[src/rtl/debug_cmd_controller.sv]
`default_nettype none
// +----------------------------------------------------------------------------+
// | debug_cmd_controller                                                       |
// | Debug-unit command sequencer: program load, run, step and dump handshake.  |
// | Optional: DEBUG_STEP_COUNT_EN makes 'S' take a step-count byte.            |
// | Revision: 1.0                                                              |
// +----------------------------------------------------------------------------+
module debug_cmd_controller #(
  parameter int                          UART_BITS        = 8,
  parameter int                          INSTRUCTION_BITS = 32,
  parameter int                          PROG_ADDRS_BITS  = 10,
  parameter int                          RUN_LIMIT_BITS   = 16,
  parameter logic [UART_BITS-1:0]        CMD_LOAD         = 8'h4C,
  parameter logic [UART_BITS-1:0]        CMD_RUN          = 8'h52,
  parameter logic [UART_BITS-1:0]        CMD_STEP         = 8'h53,
  parameter logic [INSTRUCTION_BITS-1:0] END_WORD         = 32'hFFFF_FFFF
) (
  input  logic                        clk,
  input  logic                        rst,
  input  logic                        i_rx_done,
  input  logic [UART_BITS-1:0]        i_rx_data,
  input  logic                        i_halt,
  input  logic                        i_send_done,
  output logic                        o_proc_enable,
  output logic                        o_proc_reset,
  output logic                        o_prog_write_en,
  output logic [PROG_ADDRS_BITS-1:0]  o_prog_addr,
  output logic [INSTRUCTION_BITS-1:0] o_prog_data,
  output logic                        o_send_start,
  output logic                        o_busy,
  output logic [3:0]                  o_state
);

  localparam int c_BYTES = INSTRUCTION_BITS / UART_BITS;
  localparam int c_CNT_W = (c_BYTES > 1) ? $clog2(c_BYTES) : 1;

  typedef enum logic [3:0] {
    S_IDLE       = 4'd0,
    S_LOAD_BYTE  = 4'd1,
    S_LOAD_WRITE = 4'd2,
    S_LOAD_DONE  = 4'd3,
    S_RUN        = 4'd4,
    S_STEP       = 4'd5,
    S_ISSUE_SEND = 4'd6,
    S_WAIT_SEND  = 4'd7
  } state_t;

  state_t                      r_state,    w_state_next;
  logic [PROG_ADDRS_BITS-1:0]  r_addr,     w_addr_next;
  logic [c_CNT_W-1:0]          r_byte_cnt, w_byte_cnt_next;
  logic [INSTRUCTION_BITS-1:0] r_word,     w_word_next;
  logic [RUN_LIMIT_BITS-1:0]   r_run_cnt,  w_run_cnt_next;
`ifdef DEBUG_STEP_COUNT_EN
  logic [UART_BITS-1:0]        r_step_cnt, w_step_cnt_next;
  logic                        r_step_armed, w_step_armed_next;
`endif

  always_ff @(posedge clk or negedge rst) begin
    if (!rst) begin
      r_state    <= S_IDLE;
      r_addr     <= '0;
      r_byte_cnt <= '0;
      r_word     <= '0;
      r_run_cnt  <= '0;
`ifdef DEBUG_STEP_COUNT_EN
      r_step_cnt   <= '0;
      r_step_armed <= 1'b0;
`endif
    end else begin
      r_state    <= w_state_next;
      r_addr     <= w_addr_next;
      r_byte_cnt <= w_byte_cnt_next;
      r_word     <= w_word_next;
      r_run_cnt  <= w_run_cnt_next;
`ifdef DEBUG_STEP_COUNT_EN
      r_step_cnt   <= w_step_cnt_next;
      r_step_armed <= w_step_armed_next;
`endif
    end
  end

  always_comb begin
    w_state_next    = r_state;
    w_addr_next     = r_addr;
    w_byte_cnt_next = r_byte_cnt;
    w_word_next     = r_word;
    w_run_cnt_next  = r_run_cnt;
`ifdef DEBUG_STEP_COUNT_EN
    w_step_cnt_next   = r_step_cnt;
    w_step_armed_next = r_step_armed;
`endif
    o_proc_enable   = 1'b0;
    o_proc_reset    = 1'b0;
    o_prog_write_en = 1'b0;
    o_send_start    = 1'b0;

    case (r_state)
      S_IDLE: begin
        if (i_rx_done) begin
          if (i_rx_data == CMD_LOAD) begin
            w_state_next    = S_LOAD_BYTE;
            w_addr_next     = '0;
            w_byte_cnt_next = '0;
          end else if (i_rx_data == CMD_RUN) begin
            w_state_next   = S_RUN;
            w_run_cnt_next = '0;
          end else if (i_rx_data == CMD_STEP) begin
            w_state_next = S_STEP;
`ifdef DEBUG_STEP_COUNT_EN
            w_step_armed_next = 1'b0;
`endif
          end
        end
      end
      S_LOAD_BYTE: begin
        if (i_rx_done) begin
          // Big-endian assembly: the first byte ends up in the top lane.
          w_word_next     = (r_word << UART_BITS) | INSTRUCTION_BITS'(i_rx_data);
          w_byte_cnt_next = r_byte_cnt + 1'b1;
          if (r_byte_cnt == c_CNT_W'(c_BYTES - 1)) begin
            w_state_next = S_LOAD_WRITE;
          end
        end
      end
      S_LOAD_WRITE: begin
        o_prog_write_en = 1'b1;
        w_addr_next     = r_addr + 1'b1;
        if ((r_word == END_WORD) || (&r_addr)) begin
          w_state_next = S_LOAD_DONE;
        end else begin
          w_state_next    = S_LOAD_BYTE;
          w_byte_cnt_next = '0;
        end
      end
      S_LOAD_DONE: begin
        o_proc_reset = 1'b1;
        w_addr_next  = '0;
        w_state_next = S_IDLE;
      end
      S_RUN: begin
        // The watchdog stops at all-ones so a missing HALT still ends the run.
        if (i_halt || (&r_run_cnt)) begin
          w_state_next = S_ISSUE_SEND;
        end else begin
          o_proc_enable  = 1'b1;
          w_run_cnt_next = r_run_cnt + 1'b1;
        end
      end
      S_STEP: begin
`ifdef DEBUG_STEP_COUNT_EN
        if (!r_step_armed) begin
          if (i_rx_done) begin
            w_step_cnt_next   = (i_rx_data == '0) ? UART_BITS'(1) : i_rx_data;
            w_step_armed_next = 1'b1;
          end
        end else if (i_halt) begin
          w_step_armed_next = 1'b0;
          w_state_next      = S_ISSUE_SEND;
        end else begin
          o_proc_enable   = 1'b1;
          w_step_cnt_next = r_step_cnt - 1'b1;
          if (r_step_cnt == UART_BITS'(1)) begin
            w_step_armed_next = 1'b0;
            w_state_next      = S_ISSUE_SEND;
          end
        end
`else
        o_proc_enable = !i_halt;
        w_state_next  = S_ISSUE_SEND;
`endif
      end
      S_ISSUE_SEND: begin
        o_send_start = 1'b1;
        w_state_next = S_WAIT_SEND;
      end
      S_WAIT_SEND: begin
        if (i_send_done) begin
          w_state_next = S_IDLE;
        end
      end
      default: w_state_next = S_IDLE;
    endcase
  end

  assign o_prog_addr = r_addr;
  assign o_prog_data = r_word;
  assign o_busy      = (r_state != S_IDLE);
  assign o_state     = r_state;

endmodule
`default_nettype wire

[config.mk]
export PLATFORM = sky130hd
export DESIGN_NAME = debug_cmd_controller
export DESIGN_NICKNAME = d
export VERILOG_FILES = /design/src/rtl/debug_cmd_controller.sv
export SDC_FILE = /design/constraint.sdc
export NUM_CORES = 1
export LEC_CHECK = 0
export BUFFER_PORTS_ARGS = -buffer_cell sky130_fd_sc_hd__buf_2
export CAP_MARGIN = 0
export CORE_ASPECT_RATIO = 0.75
export CORE_MARGIN = 2
export CORE_UTILIZATION = 30
export DETAILED_ROUTE_END_ITERATION = 7
export SKIP_CTS_REPAIR_TIMING = 1
export SLEW_MARGIN = 20
export SYNTH_ARGS = -nofsm -noshare
export SYNTH_HDL_FRONTEND = slang
export SYNTH_SLANG_ARGS = --single-unit
[constraint.sdc]
create_clock -name clk -period 3.4 [get_ports clk]
set_clock_uncertainty 0.2 [all_clocks]
set_input_delay 0.17 -clock clk [delete_from_list [all_inputs] [get_ports clk]]
set_output_delay 0.17 -clock clk [all_outputs]
set_load 0.01 [all_outputs]
# Word level (Yosys, flattened, before mapping)
# Cells that the tools add are included.
[word_totals] register_bits=64 wordCells=75 input_bits=13
[op_classes] n_eq_ne=23 n_mux=28 addsub=3 n_bitwise=1 reduce_logical=15
[ops] cell="$mux W16" n=4
[ops] cell="$eq A32 B32 Y1 const B" n=1
[ops] cell="$mux W4" n=8
[ops] cell="$or A32 B8 Y32" n=1
[ops] cell="$pmux W16 S2" n=1
[ops] cell="$pmux W10 S3" n=1
[ops] cell="$pmux W4 S7" n=1
[ops] cell="$eq A8 B7 Y1 const B" n=3
[ops] cell="$mux W10" n=2
[ops] cell="$ne A2 B2 Y1 const B" n=10
[ops] cell="$add A16 B1 Y16 const B" n=1
[ops] cell="$eq A4 B3 Y1 const B" n=4
[ops] cell="$reduce_and A16 Y1" n=1
[ops] cell="$add A10 B1 Y10 const B" n=1
[ops] cell="$mux W2" n=5
[ops] cell="$reduce_and A10 Y1" n=1
[ops] cell="$reduce_and A5 Y1" n=2
[ops] cell="$eq A4 B2 Y1 const B" n=2
[ops] cell="$pmux W2 S3" n=1
[ops] cell="$reduce_and A6 Y1" n=1
[ops] cell="$reduce_bool A3 Y1" n=2
[ops] cell="$eq A4 B1 Y1 const B" n=1
[ops] cell="$logic_not A4 Y1" n=1
[ops] cell="$mux W1" n=4
[ops] cell="10 further kinds" n=11

# Logic depth before layout (Yosys ltp)
[depth] word_depth=6 mapped_depth=7 mapped_depth_nobuf=6

# Worst setup path after synthesis
# No wires, ideal clock.
[synth_timing] kind="flip-flop to flip-flop" from="register r_run_cnt[0]" to="register r_state[0] (netlist: o_state[0])" path_slack_ps=1299 setup_time_ps=128 path_stages_with_launch=7 period_less_slack_ps=2101 t_required_ps=3072 path_buffers=0 arrival_ps=1774 path_cell_list="dfrtp_1 ha_1 nand3_2 o41ai_4 nor2_2 nor3_2 mux2_1"
[synth_between] elab_chain_len=4
[synth_rtl] item="start, declared" line_no="52" rtl="logic [RUN_LIMIT_BITS-1:0] r_run_cnt, w_run_cnt_next;"
[synth_rtl] item="start signal, assigned" line_no="74" rtl="r_run_cnt <= w_run_cnt_next;"
[synth_rtl] item="$reduce_and A16 Y1" line_no="142" rtl="if (i_halt || (&r_run_cnt)) begin"
[synth_rtl] item="$logic_or A1 B1 Y1" line_no="142"
[synth_rtl] item="$ne A2 B2 Y1 (no line)"
[synth_rtl] item="$reduce_and A6 Y1 (no line)"
[synth_rtl] item="end signal, assigned" line_no="70" rtl="r_state <= w_state_next;"
[synth_rtl] item="end, declared" line_no="48" rtl="state_t r_state, w_state_next;"
# Every way passes these cells.
# A chain may end at the register's enable or synchronous reset.

# Worst setup path after layout
[layout_timing] from="register r_run_cnt[0]" to="output o_proc_enable"
[layout_between] elab_chain_len=4
[layout_rtl] item="$reduce_and A16 Y1" line_no="142"
[layout_rtl] item="$logic_or A1 B1 Y1" line_no="142"
[layout_rtl] item="$mux W1" line_no="142"
[layout_rtl] item="$pmux W1 S2" line_no="97" rtl="case (r_state)"
[layout_rtl] item="end, declared" line_no="24" rtl="output logic o_proc_enable,"
# Every way passes these cells.

==> Implementation_results.wiki <==
{| class="wikitable"
! Metric !! Value
|-
| Worst EP required || 3.03 ns
|-
| Arrival @ worst endpoint || 2.12 ns
|-
| Startpoint of the most critical setup path || r_run_cnt[0]
|-
| Ordered list of cells on the worst path || ha_1 > nand3_2 > or3_1 > o311a_1 > buf_2
|-
| Total wire length after detailed routing || 7741 um
|-
| Proportion of layout cells with a drive suffix above 1 || 34.06%
|-
| Worst hold-check slack || 0.06129 ns
|-
| Post-DR wirelength/cell || 15.39 um
|-
| DRT antenna net count || 0
|-
| Register area share after synthesis || 50.28%
|-
| Global Route Usage Sum || 14.33%
|-
| Timing-limited maximum frequency || 401.3 MHz
|-
| Floorplan die width || 122.1 um
|-
| Post-synthesis simple-gate area fraction || 18.95%
|-
| Post-Place Setup Slack || 0.9942 ns
|-
| Clk_lat worst skew || 0.33 ns
|-
| Post-synthesis cell area || 0.003136 mm2
|-
| Unrepaired setup endpoints after global routing || no
|-
| Critical Path End || o_proc_enable
|-
| HPWL after detailed placement || 5530 um
|-
| Critical path depth || 5
|-
| Final weighted congestion in routability-driven placement || 0.8577
|-
| Sequential cell fraction of total power || 41.0%
|-
| Kind of path behind the tightest hold check || in2reg
|-
| Peak per-stage delay on the critical path || 0.47 ns
|-
| Number of buffers between clock root and the deepest sink || 2
|-
| Fin cells || 503
|-
| Startpoint of the most critical register-to-register path || r_run_cnt[0]
|-
| Parity-gate share of the synthesized area counting xor and xnor cells || 1.397%
|-
| Mux cell area share after synthesis || 13.25%
|-
| Ratio of final minimum period to clock period || 73.29%
|-
| Yosys synthesis warning count || 0
|-
| CP max stage cell || sky130_fd_sc_hd__or3_1
|-
| Vias in the first global route || 2358
|-
| Number of nets in the final layout || 378
|-
| Maximum fanout along the worst path || 8
|-
| Number of nets in the synthesized netlist || 305
|-
| Initial core utilization || 30.71%
|-
| Max-Slew Margin vs Limit || 58.95%
|-
| Final hold violation count || 0
|-
| Port Buffers || 62
|-
| Leakage || 1.783 nW
|-
| Area of all sequential standard cells || 0.001577 mm2
|-
| Overall power of the completed layout || 3.230 mW
|-
| H-tree depth reported by CTS || 3
|-
| Number of max-cap violations || 0
|-
| Iter 0 DRT Violations || 150
|-
| Internal Power || 2.059 mW
|-
| Antenna violations before repair || 0
|-
| Post-route minimum period || 2.492 ns
|-
| Proportion of total power due to net switching || 36.25%
|-
| Count of final setup violators || 0
|-
| Root buf cell || sky130_fd_sc_hd__clkbuf_16
|-
| Pin count of the biggest net entering global routing || 38
|-
| Final setup TNS || 0 ns
|-
| CP top delay family || simple AND/OR/NAND/NOR gates
|-
| Capturing element type of the critical path || primary output
|-
| Area inside the core boundary || 0.01021 mm2
|-
| Share of total power in combinational logic || 31.3%
|-
| Number of buffers created by CTS || 9
|-
| Number of register bits inferred by synthesis || 63
|-
| Power per cell area || 818.2 mW/mm2
|-
| Number of placed I/O pins || 64
|-
| Global-route wire length before repair || 12540 um
|-
| Critical path startpoint category || register
|-
| Total gr overflow || 0
|-
| End-of-flow core utilization || 38.66%
|-
| Worst path setup slack after routing || 0.9083 ns
|-
| Via density per instance || 5.089
|-
| Critical register-to-register path endpoint || o_state[0]
|-
| Clock network fraction of total power || 27.7%
|-
| Worst-case register-to-register setup slack || 0.98 ns
|-
| Number of different library cells in the post-synthesis netlist || 53
|-
| Final Slew Violations || 0
|-
| Die Ht || 92.54 um
|-
| Detailed-route via count || 2560
|-
| Footprint of the multi-input gates || 0.001463 mm2
|-
| Worst ir drop on vdd || 0.3217 mV
|-
| Clock net sink count || 63
|-
| Buffering stage count on the worst path with inverters included || 1
|-
| Dominant combinational cell family by area after synthesis || simple AND/OR/NAND/NOR gates
|-
| CTS tree || yes
|-
| Worst R2R Path Depth || 6
|-
| Clock transition time at the flip-flop clock pins of the worst setup and hold paths || 0.06 ns
|-
| # placed instances || 477
|-
| Fraction of the mapped netlist area in compound gates || 11.73%
|-
| Predominant post-synthesis flop cell || sky130_fd_sc_hd__dfrtp_1
|-
| Post-synth EDFFs || 0
|-
| Switching pwr || 1.171 mW
|-
| Final antenna diode count || 0
|-
| Async set-or-reset flop fraction in the synthesized netlist || 100.0%
|-
| Outcome || finished, final reports clean
|-
| Average size of a mapped cell || 10.85 um2
|-
| Die outline area || 0.01129 mm2
|-
| Adder and majority cell fraction of the synthesized area || 1.197%
|-
| Placed Area || 0.003557 mm2
|-
| Worst-margin pin slew || 0.6077 ns
|-
| Final design instance area without fill || 0.003948 mm2
|-
| Std-Cell Rows || 32
|-
| DRC Markers || 0
|-
| Syn-to-layout area delta || 25.90%
|-
| Setup Crit Path Kind || reg2out
|-
| Number of filler instances in the final layout || 1006
|-
| First-pass iteration count of the detailed router || 4
|-
| Cells after Synth || 289
|}
-- metal layers --
layer / part of all wire (%) / vias to the layer above / global-route usage, %
met5: 0 / - / 0
met4: 1.3 / 0 / 4.885
met3: 5.2 / 9 / 4.187
met2: 45 / 73 / 19.93
met1: 49 / 1257 / 21.07
li1: - / 1221 / -
-- final cells by class --
class / instances / area share (%)
Sequential cell: 63 / 39.94
Multi-Input combinational cell: 208 / 37.05
Timing Repair Buffer: 74 / 10.78
Clock buffer: 10 / 5.800
Tap cell: 136 / 4.311
Clock inverter: 6 / 1.553
Inverter: 6 / 0.5705
-- cells in the mapped netlist, drive strengths merged, types with 3 or more instances --
library cell	instances	area, um2
and3	6	37.54
mux2	36	405.4
xnor2	5	43.79
ha	3	37.54
a21oi	9	45.04
nor4b	3	32.53
a22o	4	35.03
or3	3	18.77
nor3	12	65.06
nand4	16	112.6
clkbuf	4	15.01
nand3	11	60.06
nand2	23	86.33
buf	8	58.80
o21ai	25	132.6
nor2	20	77.58
dfrtp	63	1577
a31oi	3	18.77
o31ai	3	22.52
nor4	4	25.02
inv	6	22.52
-- worst min path at each step --
stage,startpoint,to,slack (ns),cells past startpoint
final,i_halt,r_run_cnt[8],0.06,4
after global routing,i_halt,r_run_cnt[8],0.07,4
after CTS,rst,o_prog_data[29],-0.32,1
after detailed placement,rst,o_prog_data[21],0.03,1
after global placement,rst,o_prog_data[29],0.03,1
after floorplan,rst,o_prog_addr[0],-0.33,0
-- worst min-delay path: stages --
cell and delay, ns:
sky130_fd_sc_hd__buf_2 0.14, sky130_fd_sc_hd__nor3_1 0.08, sky130_fd_sc_hd__o21ai_2 0.10, sky130_fd_sc_hd__o21ai_1 0.06
-- cell families (layout without fill, tap and decap cells) --
logic type	count (synthesis)	after routing
adder cells (fa/ha/maj)	3	3
AO/OA/AOI/OAI	54	54
buffers and inverters	18	96
XOR/XNOR	5	5
AND/OR/NAND/NOR	108	108
other	1	1
flip-flops	63	63
multiplexers	37	37
-- power groups by stage --
stage	registers, mW	logic (mW)	clock network (mW)
after floorplan	1.35	0.550	0
after global routing	1.37	1.11	0.949
after CTS	1.32	1.01	0.912
after detailed placement	1.33	1.01	0
final	1.32	1.01	0.895
after global placement	1.31	0.992	0
-- placed cells by master (no fill, tap or decap), drive strengths merged, types with 10 or more instances in the layout --
cell         instances
buf                 64
dfrtp               63
mux2                36
o21ai               25
nand2               23
nor2                20
nand4               16
nor3                12
nand3               11
dlygate4sd3         10
clkbuf              10
-- flip-flops by register name (all words and copies together), names as in the netlist --
register / cells
o_state: 3
o_prog_addr: 10
r_run_cnt: 16
r_byte_cnt: 2
o_prog_data: 32
No activity file was read; power rests on OpenSTA's default activity.
